`config.mk`:
```
export PLATFORM = sky130hd
export DESIGN_NAME = panda_clocks_flat
export DESIGN_NICKNAME = d
export VERILOG_FILES = /design/src/rtl/panda_clocks_if.sv /design/src/rtl/panda_clocks.sv /design/src/flat_wrapper.sv
export SDC_FILE = /design/constraint.sdc
export NUM_CORES = 1
export LEC_CHECK = 0
export BUFFER_PORTS_ARGS = -buffer_cell sky130_fd_sc_hd__buf_2
export CORE_ASPECT_RATIO = 2
export CORE_MARGIN = 10
export CORE_UTILIZATION = 31
export DETAILED_ROUTE_END_ITERATION = 12
export GPL_TIMING_DRIVEN = 1
export PLACE_DENSITY = 0.53
export SETUP_SLACK_MARGIN = 0.15
export SYNTH_ARGS = -nofsm -noshare
export SYNTH_HDL_FRONTEND = slang
export SYNTH_HIERARCHICAL = 1
export SYNTH_SLANG_ARGS = --single-unit
```
`constraint.sdc`:
```
create_clock -name clk_i -period 6.55 [get_ports clk_i]
set_input_delay 1.31 -clock clk_i [delete_from_list [all_inputs] [get_ports clk_i]]
set_output_delay 1.31 -clock clk_i [all_outputs]
set_load 0.01 [all_outputs]
```
`src/rtl/panda_clocks_if.sv`:
```
// panda_clocks_if: period registers in, generated clocks out.
//   CLOCKx_PERIOD : 32-bit period in system clock ticks (x = A..D)
//   clockx_o      : generated square wave for channel x
// The master modport drives the periods. The slave modport (panda_clocks) drives the clocks.
interface panda_clocks_if;
  logic [31:0] CLOCKA_PERIOD;
  logic [31:0] CLOCKB_PERIOD;
  logic [31:0] CLOCKC_PERIOD;
  logic [31:0] CLOCKD_PERIOD;
  logic        clocka_o;
  logic        clockb_o;
  logic        clockc_o;
  logic        clockd_o;

  modport master (
    output CLOCKA_PERIOD, CLOCKB_PERIOD, CLOCKC_PERIOD, CLOCKD_PERIOD,
    input  clocka_o, clockb_o, clockc_o, clockd_o
  );

  modport slave (
    input  CLOCKA_PERIOD, CLOCKB_PERIOD, CLOCKC_PERIOD, CLOCKD_PERIOD,
    output clocka_o, clockb_o, clockc_o, clockd_o
  );
endinterface

```
`src/rtl/panda_clocks.sv`:
```
// panda_clocks: four independent programmable square-wave generators.
//   clk_i   : system clock, rising edge
//   reset_i : synchronous active-low reset
//   bus     : panda_clocks_if.slave (four periods in, four registered clocks out)
// Each channel is high for floor(P/2) ticks and then low for the remaining ticks.
// A period of 0 or 1 holds the output low.

// One generator channel.
//   clk, rst_n : clock and synchronous active-low reset
//   period     : requested period in ticks
//   out        : registered square wave
module panda_clocks_chan (
  input  logic        clk,
  input  logic        rst_n,
  input  logic [31:0] period,
  output logic        out
);
  logic [31:0] cnt;
  logic [31:0] per_q;
  logic [31:0] half;

  assign half = per_q >> 1;

  always_ff @(posedge clk) begin
    if (!rst_n) begin
      cnt   <= '0;
      out   <= 1'b0;
      per_q <= period;
    end else if (period != per_q) begin
      // A new period restarts the phase. The first high comes on the next edge.
      per_q <= period;
      cnt   <= '0;
      out   <= 1'b0;
    end else if (per_q < 32'd2) begin
      cnt <= '0;
      out <= 1'b0;
    end else begin
      out <= (cnt < half);
      cnt <= (cnt == per_q - 32'd1) ? '0 : cnt + 32'd1;
    end
  end
endmodule

module panda_clocks (
  input  logic           clk_i,
  input  logic           reset_i,
  panda_clocks_if.slave  bus
);
  localparam int NUM_LANES = 4;

  logic [NUM_LANES-1:0][31:0] per;
  logic [NUM_LANES-1:0]       clk_out;

  assign per = {bus.CLOCKD_PERIOD, bus.CLOCKC_PERIOD,
                bus.CLOCKB_PERIOD, bus.CLOCKA_PERIOD};

  panda_clocks_chan u_chan [NUM_LANES-1:0] (
    .clk   (clk_i),
    .rst_n (reset_i),
    .period(per),
    .out   (clk_out)
  );

  assign bus.clocka_o = clk_out[0];
  assign bus.clockb_o = clk_out[1];
  assign bus.clockc_o = clk_out[2];
  assign bus.clockd_o = clk_out[3];
endmodule

```
`src/flat_wrapper.sv`:
```
// flat-port wrapper written by rule: the top's interface ports become plain ports
module panda_clocks_flat 
  (clk_i, reset_i, bus_CLOCKA_PERIOD, bus_CLOCKB_PERIOD, bus_CLOCKC_PERIOD, bus_CLOCKD_PERIOD, bus_clocka_o, bus_clockb_o, bus_clockc_o, bus_clockd_o);
  panda_clocks_if bus_i ();
  input  logic clk_i;
  input  logic reset_i;
  input wire logic [$bits(bus_i.CLOCKA_PERIOD)-1:0] bus_CLOCKA_PERIOD;
  input wire logic [$bits(bus_i.CLOCKB_PERIOD)-1:0] bus_CLOCKB_PERIOD;
  input wire logic [$bits(bus_i.CLOCKC_PERIOD)-1:0] bus_CLOCKC_PERIOD;
  input wire logic [$bits(bus_i.CLOCKD_PERIOD)-1:0] bus_CLOCKD_PERIOD;
  output wire logic [$bits(bus_i.clocka_o)-1:0] bus_clocka_o;
  output wire logic [$bits(bus_i.clockb_o)-1:0] bus_clockb_o;
  output wire logic [$bits(bus_i.clockc_o)-1:0] bus_clockc_o;
  output wire logic [$bits(bus_i.clockd_o)-1:0] bus_clockd_o;
  assign bus_i.CLOCKA_PERIOD = bus_CLOCKA_PERIOD;
  assign bus_i.CLOCKB_PERIOD = bus_CLOCKB_PERIOD;
  assign bus_i.CLOCKC_PERIOD = bus_CLOCKC_PERIOD;
  assign bus_i.CLOCKD_PERIOD = bus_CLOCKD_PERIOD;
  assign bus_clocka_o = bus_i.clocka_o;
  assign bus_clockb_o = bus_i.clockb_o;
  assign bus_clockc_o = bus_i.clockc_o;
  assign bus_clockd_o = bus_i.clockd_o;
  panda_clocks u_core (.clk_i(clk_i), .reset_i(reset_i), .bus(bus_i));
endmodule
```
==> results by group, run 1 <==
Power
  – Leakage: 0.008072 uW
  – Worst ir drop on vdd: 0.1910 mV
  – Switching share of power: 26.72%
  – Seq pwr share: 48.9%
  – Total power: 3790 uW
  – Net Switching: 1013 uW
  – Pint: 2777 uW
  – Gate power share: 9.5%
  – Clock share of power: 41.6%
  – PD cells: 174.0 mW/mm^2

Setup path
  – Crit-path max FO: 32
  – Crit. path cell count: 8
  – Critical R2R Launch: u_core/u_chan[3]/per_q[2]
  – WP buf/inv: 0
  – Worst Setup EP: u_core/u_chan[3]/cnt[2]
  – Crit path largest cell delay: 1.05 ns
  – Most used cell, CP: nor4_1
  – Reg2Reg Depth: 8
  – Startpoint types: flop
  – Worst path arrival time: 4.76 ns
  – CP max stage cell: nor4_1
  – Flop-to-flop setup slack: 2.21 ns
  – Reg2Reg Capture Point: u_core/u_chan[3]/cnt[2]
  – CP Cell Sequence: nor4_1, nand4_1, nor4_1, xor2_1, mux2i_1, o21ai_0, and4bb_2, nor4b_2
  – CP delay by family, top: simple AND/OR/NAND/NOR gates
  – Critical path class: flop to flop
  – Crit path required time: 6.98 ns
  – CP endpoint kind: flop
  – CP Launch Point: u_core/u_chan[3]/per_q[2]

Global route
  – First-pass GRT wire length: 97290 microns
  – Pin count of the biggest net entering global routing: 34
  – GRT Residual Overflow: 0
  – GRT Total Usage: 16.69%
  – Antenna violations before repair: 5
  – Number of global-route vias before repair: 16647

Timing
  – Crit path time final: 4.336 ns
  – Max-slew violations: 0
  – Endpoints failing setup: 0
  – FMAX: 0.2307 GHz
  – Setup tns final: 0 ns
  – Number of hold violations in the final report: 0
  – Fin crit share: 66.19%
  – RSZ-0062 raised after global routing: no
  – Relative slew slack: 17.40%
  – PnR worst setup slack: 2.214 ns
  – Setup Skew: 0.01076 ns
  – Worst Tran Pin Value: 1.228 ns

Placed design
  – Placed instance count: 2909
  – Dpl ws: 1.924 ns
  – Gpl congestion: 0.9368
  – IO buf count: 133
  – DPL Wire Length: 51230 microns

Final layout
  – Layout fillers: 6527
  – Final net count: 2399
  – P&R area growth vs syn: 9.865%
  – Share of layout cells above drive strength 1: 17.34%
  – ANT cells: 0
  – Final Util: 34.25%
  – Final Non-Filler Cells: 2961

Clock network
  – Hold-fix buffers, CTS: 0
  – CTS max path bufs: 3
  – Clock root cell: clkbuf_16
  – Clock Latency Late Sink: 0.59 ns
  – Clock sinks: 260
  – Cts repair resizes: 0
  – Reg clk slew, reported paths: 0.06 ns
  – Post-CTS setup buffers: 0
  – Num CTS Buffers: 28
  – Htree depth: 1
  – CTS tree: done

Floorplanning
  – Die X-Extent: 198.8 microns
  – Die area: 0.07508 sq mm
  – CORE AREA: 0.06360 sq mm
  – Starting Density: 31.17%
  – FP Rows: 131
  – Die Y-Extent: 377.6 microns
  – IO Pins: 134

Synthesis
  – Yosys reg bits: 260
  – Most used flip-flop cell after synthesis: dfxtp_1
  – Async set-or-reset flop fraction in the synthesized netlist: 0%
  – Top cells by count, synth: xnor2_1 (248), inv_1 (152), xor2_1 (148)
  – Adder-Cell Fraction of Synth Area: 8.079%
  – Mapped Cells: 2064
  – Mapped Avg Cell Area: 9.605 sq um
  – Largest family of logic cells by synthesized area: simple AND/OR/NAND/NOR gates
  – Net Count, Synth: 2322
  – Mux contribution to synthesized area: 1.288%
  – Yosys top cell area share: 19.39%
  – Count leader, synth: xnor2_1
  – Synth Area in Simple Gates: 25.42%
  – Cell taking the most area after synthesis: edfxtp_1
  – Synth Cell Area: 0.01982 sq mm
  – Top area cells in the synthesized netlist: edfxtp_1 (19%), dfxtp_1 (13%), xnor2_1 (11%)
  – Post-synth cell types: 64
  – Ys Warns: 6
  – Post-synth EDFFs: 128
  – Post-synthesis sequential area ratio: 32.72%
  – Xor/xnor cell area share of the yosys netlist: 17.50%
  – Synth Area in Compound Gates: 8.558%

Min path
  – Hold wc startpoint: u_core/u_chan[2]/cnt[0]
  – Worst min path class: flop to flop

Detailed routing
  – WL/cell: 21.47 microns
  – Residual DRC: 0
  – Drt via density: 5.379
  – Total Wirelength: 63570 microns
  – 1st-pass router iterations: 5
  – Drt first-iter violations: 826
  – Routed vias: 15927
  – Routed Antenna Nets: 0

Run
  – Max-cap violations: 0

Run status
  – Status: completed
[per-layer routing]
layer / part of all wire (%) / track usage, % / vias to the layer above
met3: 4.0 / 2.174 / 180
met5: 0.068 / 0 / -
met1: 35 / 15.97 / 7694
met2: 55 / 32.66 / 449
met4: 6.2 / 9.973 / 6
li1: - / - / 7598
[power groups by stage]
stage	logic [uW]	registers [uW]	clock network, uW
2_1_floorplan	260	1830	0
5_1_grt	398	1860	1700
3_3_place_gp	351	1890	0
6_report	360	1850	1580
3_5_place_dp	358	1890	0
4_1_cts	361	1850	1660
[state kept, by name (all words and copies together), names as in the netlist]
name	flops
u_core/u_chan/cnt	128
u_core/u_chan/per_q	128
u_core/u_chan/out	4
[layout make-up]
cell class                 instances  area (sq um)  area share (%)
sequential                       260          6486           29.78
tap                              798         998.5           4.584
multi-input combinational       1552         12060           55.38
timing repair buffer             147         770.7           3.539
clock buffer                      38         800.8           3.677
inverter                         152         570.5           2.620
clock inverter                    14         91.34          0.4194
[layout by cell type (no fill, tap or decap), drive strengths merged, types with 38 or more instances in the layout]
cell	synthesis	routed
xnor2	248	248
nor3	172	172
inv	152	153
xor2	148	148
buf	44	147
dfxtp	132	132
ha	128	128
edfxtp	128	128
nand4	108	108
nor2	104	104
nand3	84	84
nand2	72	72
o21ai	60	60
nor4	56	56
a21oi	40	40
a21o	40	40
clkbuf	56	38
[how the worst min path moves through the flow]
stage,endpoint,slack (ns),depth (start not counted)
after floorplan,u_core/u_chan[0]/cnt[0],0.49,1
after global placement,u_core/u_chan[2]/cnt[0],0.54,1
after detailed placement,u_core/u_chan[2]/cnt[0],0.55,1
after CTS,u_core/u_chan[2]/cnt[0],0.56,1
after global routing,u_core/u_chan[1]/cnt[0],0.60,1
final,u_core/u_chan[2]/cnt[0],0.56,1
[cells by family after synthesis]
| kind of cell | after synthesis |
|---|---|
| AOI/OAI and AO/OA | 252 |
| xor gates and xnor gates | 396 |
| adders and majority gates | 128 |
| buffers and inverters | 252 |
| DFF | 260 |
| muxes | 20 |
| and+or+nand+nor | 756 |
[stage by stage]
step / hold WS, ns / instance area [sq um]
global placement: 0.5400 / 20890
CTS: 0.5576 / 21780
finish: 0.5604 / 21780
floorplan: 0.4871 / 19820
detailed placement: 0.5454 / 20890
global route: 0.5988 / 21780
Power figures use the tool's default switching activity.
==> run 2, diff against run 1 <==
- clock period: 6.55 -> 4.4 ns (I/O delays scaled with it)
==> results by group, run 2 (synthesis gave the netlist of run 1 again) <==
Floorplanning
  – Die area: 0.07508 sq mm
  – CORE AREA: 0.06360 sq mm
  – Starting Density: 31.17%
  – Die Y-Extent: 377.6 microns
  – Die X-Extent: 198.8 microns
  – IO Pins: 134
  – FP Rows: 131

Global route
  – Antenna violations before repair: 5
  – Met3 Use GR: 2.326%
  – First-pass GRT wire length: 98450 microns
  – GRT Residual Overflow: 0
  – Gr busiest metal: met2
  – Number of global-route vias before repair: 17114
  – GRT Total Usage: 17.00%
  – Met2 Use GR: 32.64%
  – GR Util met1: 15.43%
  – Pin count of the biggest net entering global routing: 34

Setup path
  – Startpoint types: flop
  – CP Cell Sequence: inv_1, ha_1, or3b_2, a311oi_1, o21ai_0, nor4b_1, and4b_1, nand4_1, and4bb_2, buf_4, nor4b_2
  – CP Launch Point: u_core/u_chan[2]/per_q[1]
  – WP buf/inv: 2
  – CP max stage cell: or3b_2
  – CP endpoint kind: flop
  – Crit path required time: 4.87 ns
  – CP delay by family, top: simple AND/OR/NAND/NOR gates
  – Crit-path max FO: 32
  – Worst path arrival time: 4.32 ns
  – Crit path largest cell delay: 0.59 ns
  – Critical path class: flop to flop
  – Critical R2R Launch: u_core/u_chan[2]/per_q[1]
  – Flop-to-flop setup slack: 0.55 ns

Detailed routing
  – 1st-pass router iterations: 5
  – Routed Antenna Nets: 0
  – Drt first-iter violations: 777
  – Residual DRC: 0
  – Drt via density: 5.377
  – Routed vias: 15980
  – WL/cell: 21.78 microns
  – Total Wirelength: 64720 microns

Final layout
  – Share of layout cells above drive strength 1: 17.86%
  – Commonest non-fill, non-tap cell in the layout: xnor2_1
  – P&R area growth vs syn: 10.19%
  – Post-Layout Inst Area: 0.02184 sq mm
  – Final net count: 2411
  – Final Util: 34.35%
  – Most frequent cells in the layout: xnor2_1 (248), inv_1 (154), xor2_1 (148), buf_2 (133), dfxtp_1 (132)
  – Layout fillers: 6536
  – Largest regs: u_core/u_chan/cnt x128, u_core/u_chan/per_q x128, u_core/u_chan/out x4

Timing
  – Relative slew slack: 38.35%
  – Endpoints failing setup: 0
  – Setup Skew: 0.02590 ns
  – FMAX: 0.2595 GHz
  – Fin crit share: 87.59%
  – RSZ-0062 raised after global routing: no
  – Worst Tran Pin Value: 0.9247 ns
  – Crit path time final: 3.854 ns
  – Max-slew violations: 0
  – Number of hold violations in the final report: 0
  – Setup tns final: 0 ns

Placed design
  – Placed cell area: 0.02100 sq mm
  – IO buf count: 133
  – Gpl congestion: 0.9644
  – DPL Wire Length: 52330 microns

Clock network
  – Post-CTS setup buffers: 0
  – Clock sinks: 260
  – CTS max path bufs: 3
  – CTS tree: done
  – Hold-fix buffers, CTS: 0
  – Htree depth: 1
  – Reg clk slew, reported paths: 0.07 ns
  – Cts repair resizes: 0
  – Num CTS Buffers: 27
  – Clock root cell: clkbuf_16
  – Clock Latency Late Sink: 0.61 ns

Power
  – Total power: 5579 uW
  – Leakage: 0.008136 uW
  – Worst ir drop on vdd: 0.3245 mV
  – PD cells: 255.4 mW/mm^2

Min path
  – Hold wc startpoint: bus_CLOCKA_PERIOD[25]
  – Worst min path class: input port to flop

Run
  – Max-cap violations: 0

Run status
  – Status: completed
## run 2: cell type report
class                           instances  area, sq um  share of cell area (%)
Inverter                              152        570.5                   2.612
Antenna cell                            1        2.502                 0.01146
Tap cell                              798        998.5                   4.571
Sequential cell                       260         6486                   29.69
Clock inverter                         19        136.4                  0.6243
Clock buffer                           30        708.2                   3.242
Timing Repair Buffer                  160        880.8                   4.032
Multi-Input combinational cell       1552        12060                   55.22
## run 2: worst reg2reg max path, stage by stage, from the launching register on
cell	delay, ns
edfxtp_1	0.49
inv_1	0.14
ha_1	0.28
or3b_2	0.59
a311oi_1	0.44
o21ai_0	0.19
nor4b_1	0.36
and4b_1	0.23
nand4_1	0.10
and4bb_2	0.31
buf_4	0.44
nor4b_2	0.13
## run 2: metrics by stage
stage / setup WS, ns / hold WS [ns] / std cells
finish: 0.5458 / 0.4629 / 2972
global route: 0.2962 / 0.4310 / 2972
CTS: 0.5289 / 0.4137 / 2971
detailed placement: 0.3430 / 0.5661 / 2922
global placement: 0.4182 / 0.5732 / 2922
floorplan: 1.041 / 0.4871 / 2064
## run 2: power breakdown
part           total (uW)  internal, uW  leakage (uW)  switching [uW]
Combinational         541           254       0.00530             287
Sequential           2760          2600       0.00242             157
Clock                2280          1180      0.000417            1100
## run 2: path summary, 6_finish.rpt
| path | endpoint | cells past startpoint |
|---|---|---|
| worst max-delay path | u_core/u_chan[2]/cnt[2] | 11 |
| worst min-delay path | u_core/u_chan[0]/per_q[25] | 1 |
| worst max register to register | u_core/u_chan[2]/cnt[2] | 11 |
| worst min register to register | u_core/u_chan[0]/cnt[0] | 1 |
## run 2: routing by layer
layer  share of wire (%)  vias to the layer above
met4                 8.3                        6
met3                 3.7                      219
met1                  34                     7701
li1                    -                     7628
met5               0.071                        -
met2                  54                      426
==> run 3, diff against run 2 <==
- CORE_UTILIZATION: 31 -> 55
- PLACE_DENSITY: 0.53 -> 0.81
- clock period: 4.4 -> 4.1 ns (I/O delays scaled with it)
==> results by group, run 3 (synthesis gave the netlist of run 1 again) <==
Detailed routing
  – WL/cell: 21.48 microns
  – Drt first-iter violations: 950
  – Routed vias: 16335
  – Drt via density: 6.223
  – Routed Antenna Nets: 0
  – Residual DRC: 0
  – 1st-pass router iterations: 5
  – Total Wirelength: 56380 microns

Setup path
  – Crit. path cell count: 11
  – CP delay by family, top: simple AND/OR/NAND/NOR gates
  – CP Cell Sequence: inv_1, ha_1, or3b_2, a311oi_1, o21ai_0, nor4b_1, and4b_1, nand4_1, and4bb_2, buf_12, nor3_2
  – Reg2Reg Depth: 11
  – CP max stage cell: nor4b_1
  – Startpoint types: flop
  – Crit path largest cell delay: 0.67 ns
  – Flop-to-flop setup slack: 0.31 ns
  – Critical path class: flop to flop
  – Worst path arrival time: 4.20 ns
  – Worst Setup EP: u_core/u_chan[2]/cnt[7]
  – Reg2Reg Capture Point: u_core/u_chan[2]/cnt[7]
  – CP endpoint kind: flop
  – Crit path required time: 4.50 ns
  – Critical R2R Launch: u_core/u_chan[2]/per_q[1]
  – Crit-path max FO: 32
  – CP Launch Point: u_core/u_chan[2]/per_q[1]
  – WP buf/inv: 2

Global route
  – Antenna violations before repair: 2
  – GRT Total Usage: 24.68%
  – GRT Residual Overflow: 0
  – Number of global-route vias before repair: 17020
  – First-pass GRT wire length: 89700 microns
  – Pin count of the biggest net entering global routing: 33

Clock network
  – Hold-fix buffers, CTS: 0
  – Num CTS Buffers: 25
  – CTS max path bufs: 3
  – Htree depth: 1
  – CTS tree: done
  – Post-CTS setup buffers: 0
  – Clock Latency Late Sink: 0.54 ns
  – Clock root cell: clkbuf_16
  – Cts repair resizes: 0
  – Reg clk slew, reported paths: 0.07 ns
  – Clock sinks: 260

Timing
  – Setup Skew: 0.008871 ns
  – Setup tns final: 0 ns
  – FMAX: 0.2637 GHz
  – Crit path time final: 3.792 ns
  – Endpoints failing setup: 0
  – Relative slew slack: 35.14%
  – Max-slew violations: 0
  – Fin crit share: 92.49%
  – Final Hold Slack: 0.4740 ns
  – RSZ-0062 raised after global routing: no
  – Number of hold violations in the final report: 0
  – Worst Tran Pin Value: 0.9640 ns
  – PnR worst setup slack: 0.3078 ns

Placed design
  – Gpl congestion: 1.009
  – DPL Wire Length: 44970 microns
  – Placed cell area: 0.02065 sq mm
  – IO buf count: 133
  – Dpl ws: 0.4475 ns

Power
  – PD cells: 274.2 mW/mm^2
  – Leakage: 0.008171 uW
  – Total power: 5892 uW
  – Worst ir drop on vdd: 0.3769 mV

Final layout
  – ANT cells: 0
  – Area of the multi-input gates: 0.01206 sq mm
  – Post-Layout Inst Area: 0.02148 sq mm
  – Layout fillers: 2972
  – Reg area: 0.006486 sq mm
  – Largest regs: u_core/u_chan/cnt x128, u_core/u_chan/per_q x128, u_core/u_chan/out x4
  – Share of layout cells above drive strength 1: 17.84%
  – P&R area growth vs syn: 8.376%
  – Final net count: 2416
  – Commonest non-fill, non-tap cell in the layout: xnor2_1
  – Most frequent cells in the layout: xnor2_1 (248), inv_1 (154), xor2_1 (148), buf_2 (133), dfxtp_1 (132)

Floorplanning
  – IO Pins: 134
  – FP Rows: 98
  – Starting Density: 55.56%
  – Die Y-Extent: 288.5 microns
  – Die X-Extent: 154.2 microns
  – Die area: 0.04450 sq mm
  – CORE AREA: 0.03568 sq mm

Run status
  – Status: completed

Run
  – Max-cap violations: 0

Min path
  – Worst min path class: input port to flop
[run 3: how the worst min path moves through the flow]
stage                     slack [ns]                    endpoint  cells after the start               startpoint
after global placement          0.55     u_core/u_chan[2]/cnt[6]                      2  u_core/u_chan[2]/cnt[6]
final                           0.47  u_core/u_chan[1]/per_q[20]                      1    bus_CLOCKB_PERIOD[20]
after CTS                       0.44   u_core/u_chan[1]/per_q[4]                      1     bus_CLOCKB_PERIOD[4]
after floorplan                 0.49     u_core/u_chan[0]/cnt[0]                      1  u_core/u_chan[0]/cnt[0]
after detailed placement        0.56     u_core/u_chan[0]/cnt[0]                      1  u_core/u_chan[0]/cnt[0]
after global routing            0.46   u_core/u_chan[1]/per_q[4]                      1     bus_CLOCKB_PERIOD[4]
[run 3: report_power, final]
part / leakage (uW) / total, uW / internal [uW] / switching (uW)
clock network: 0.000410 / 2350 / 1350 / 1000
logic: 0.00534 / 585 / 277 / 309
registers: 0.00242 / 2950 / 2790 / 159
total: 0.00817 / 5890 / 4420 / 1470
[run 3: through the flow]
step	cells	util, %
6_report	2625	60.21
5_1_grt	2625	60.21
4_1_cts	2625	60.21
3_5_place_dp	2581	57.88
3_3_place_gp	2581	57.88
2_1_floorplan	2064	-
[run 3: area by class of cell]
cell class                 count  area share, %
tap                          450          2.621
multi-input combinational   1552          56.14
clock inverter                14         0.5824
inverter                     152          2.656
clock buffer                  30          3.290
timing repair buffer         167          4.519
sequential                   260          30.19
[run 3: worst register-to-register path, stage by stage, from the launching register on]
cell and delay (ns):
edfxtp_1 0.49, inv_1 0.12, ha_1 0.27, or3b_2 0.59
a311oi_1 0.30, o21ai_0 0.13, nor4b_1 0.67, and4b_1 0.28
nand4_1 0.11, and4bb_2 0.36, buf_12 0.24, nor3_2 0.10
[run 3: per-layer routing]
layer	track usage [%]	vias up	part of all wire, %
met4	17.69	4	7.9
li1	-	7642	-
met5	0	-	0.048
met3	3.561	257	4.8
met2	46.07	608	53
met1	24.16	7824	35
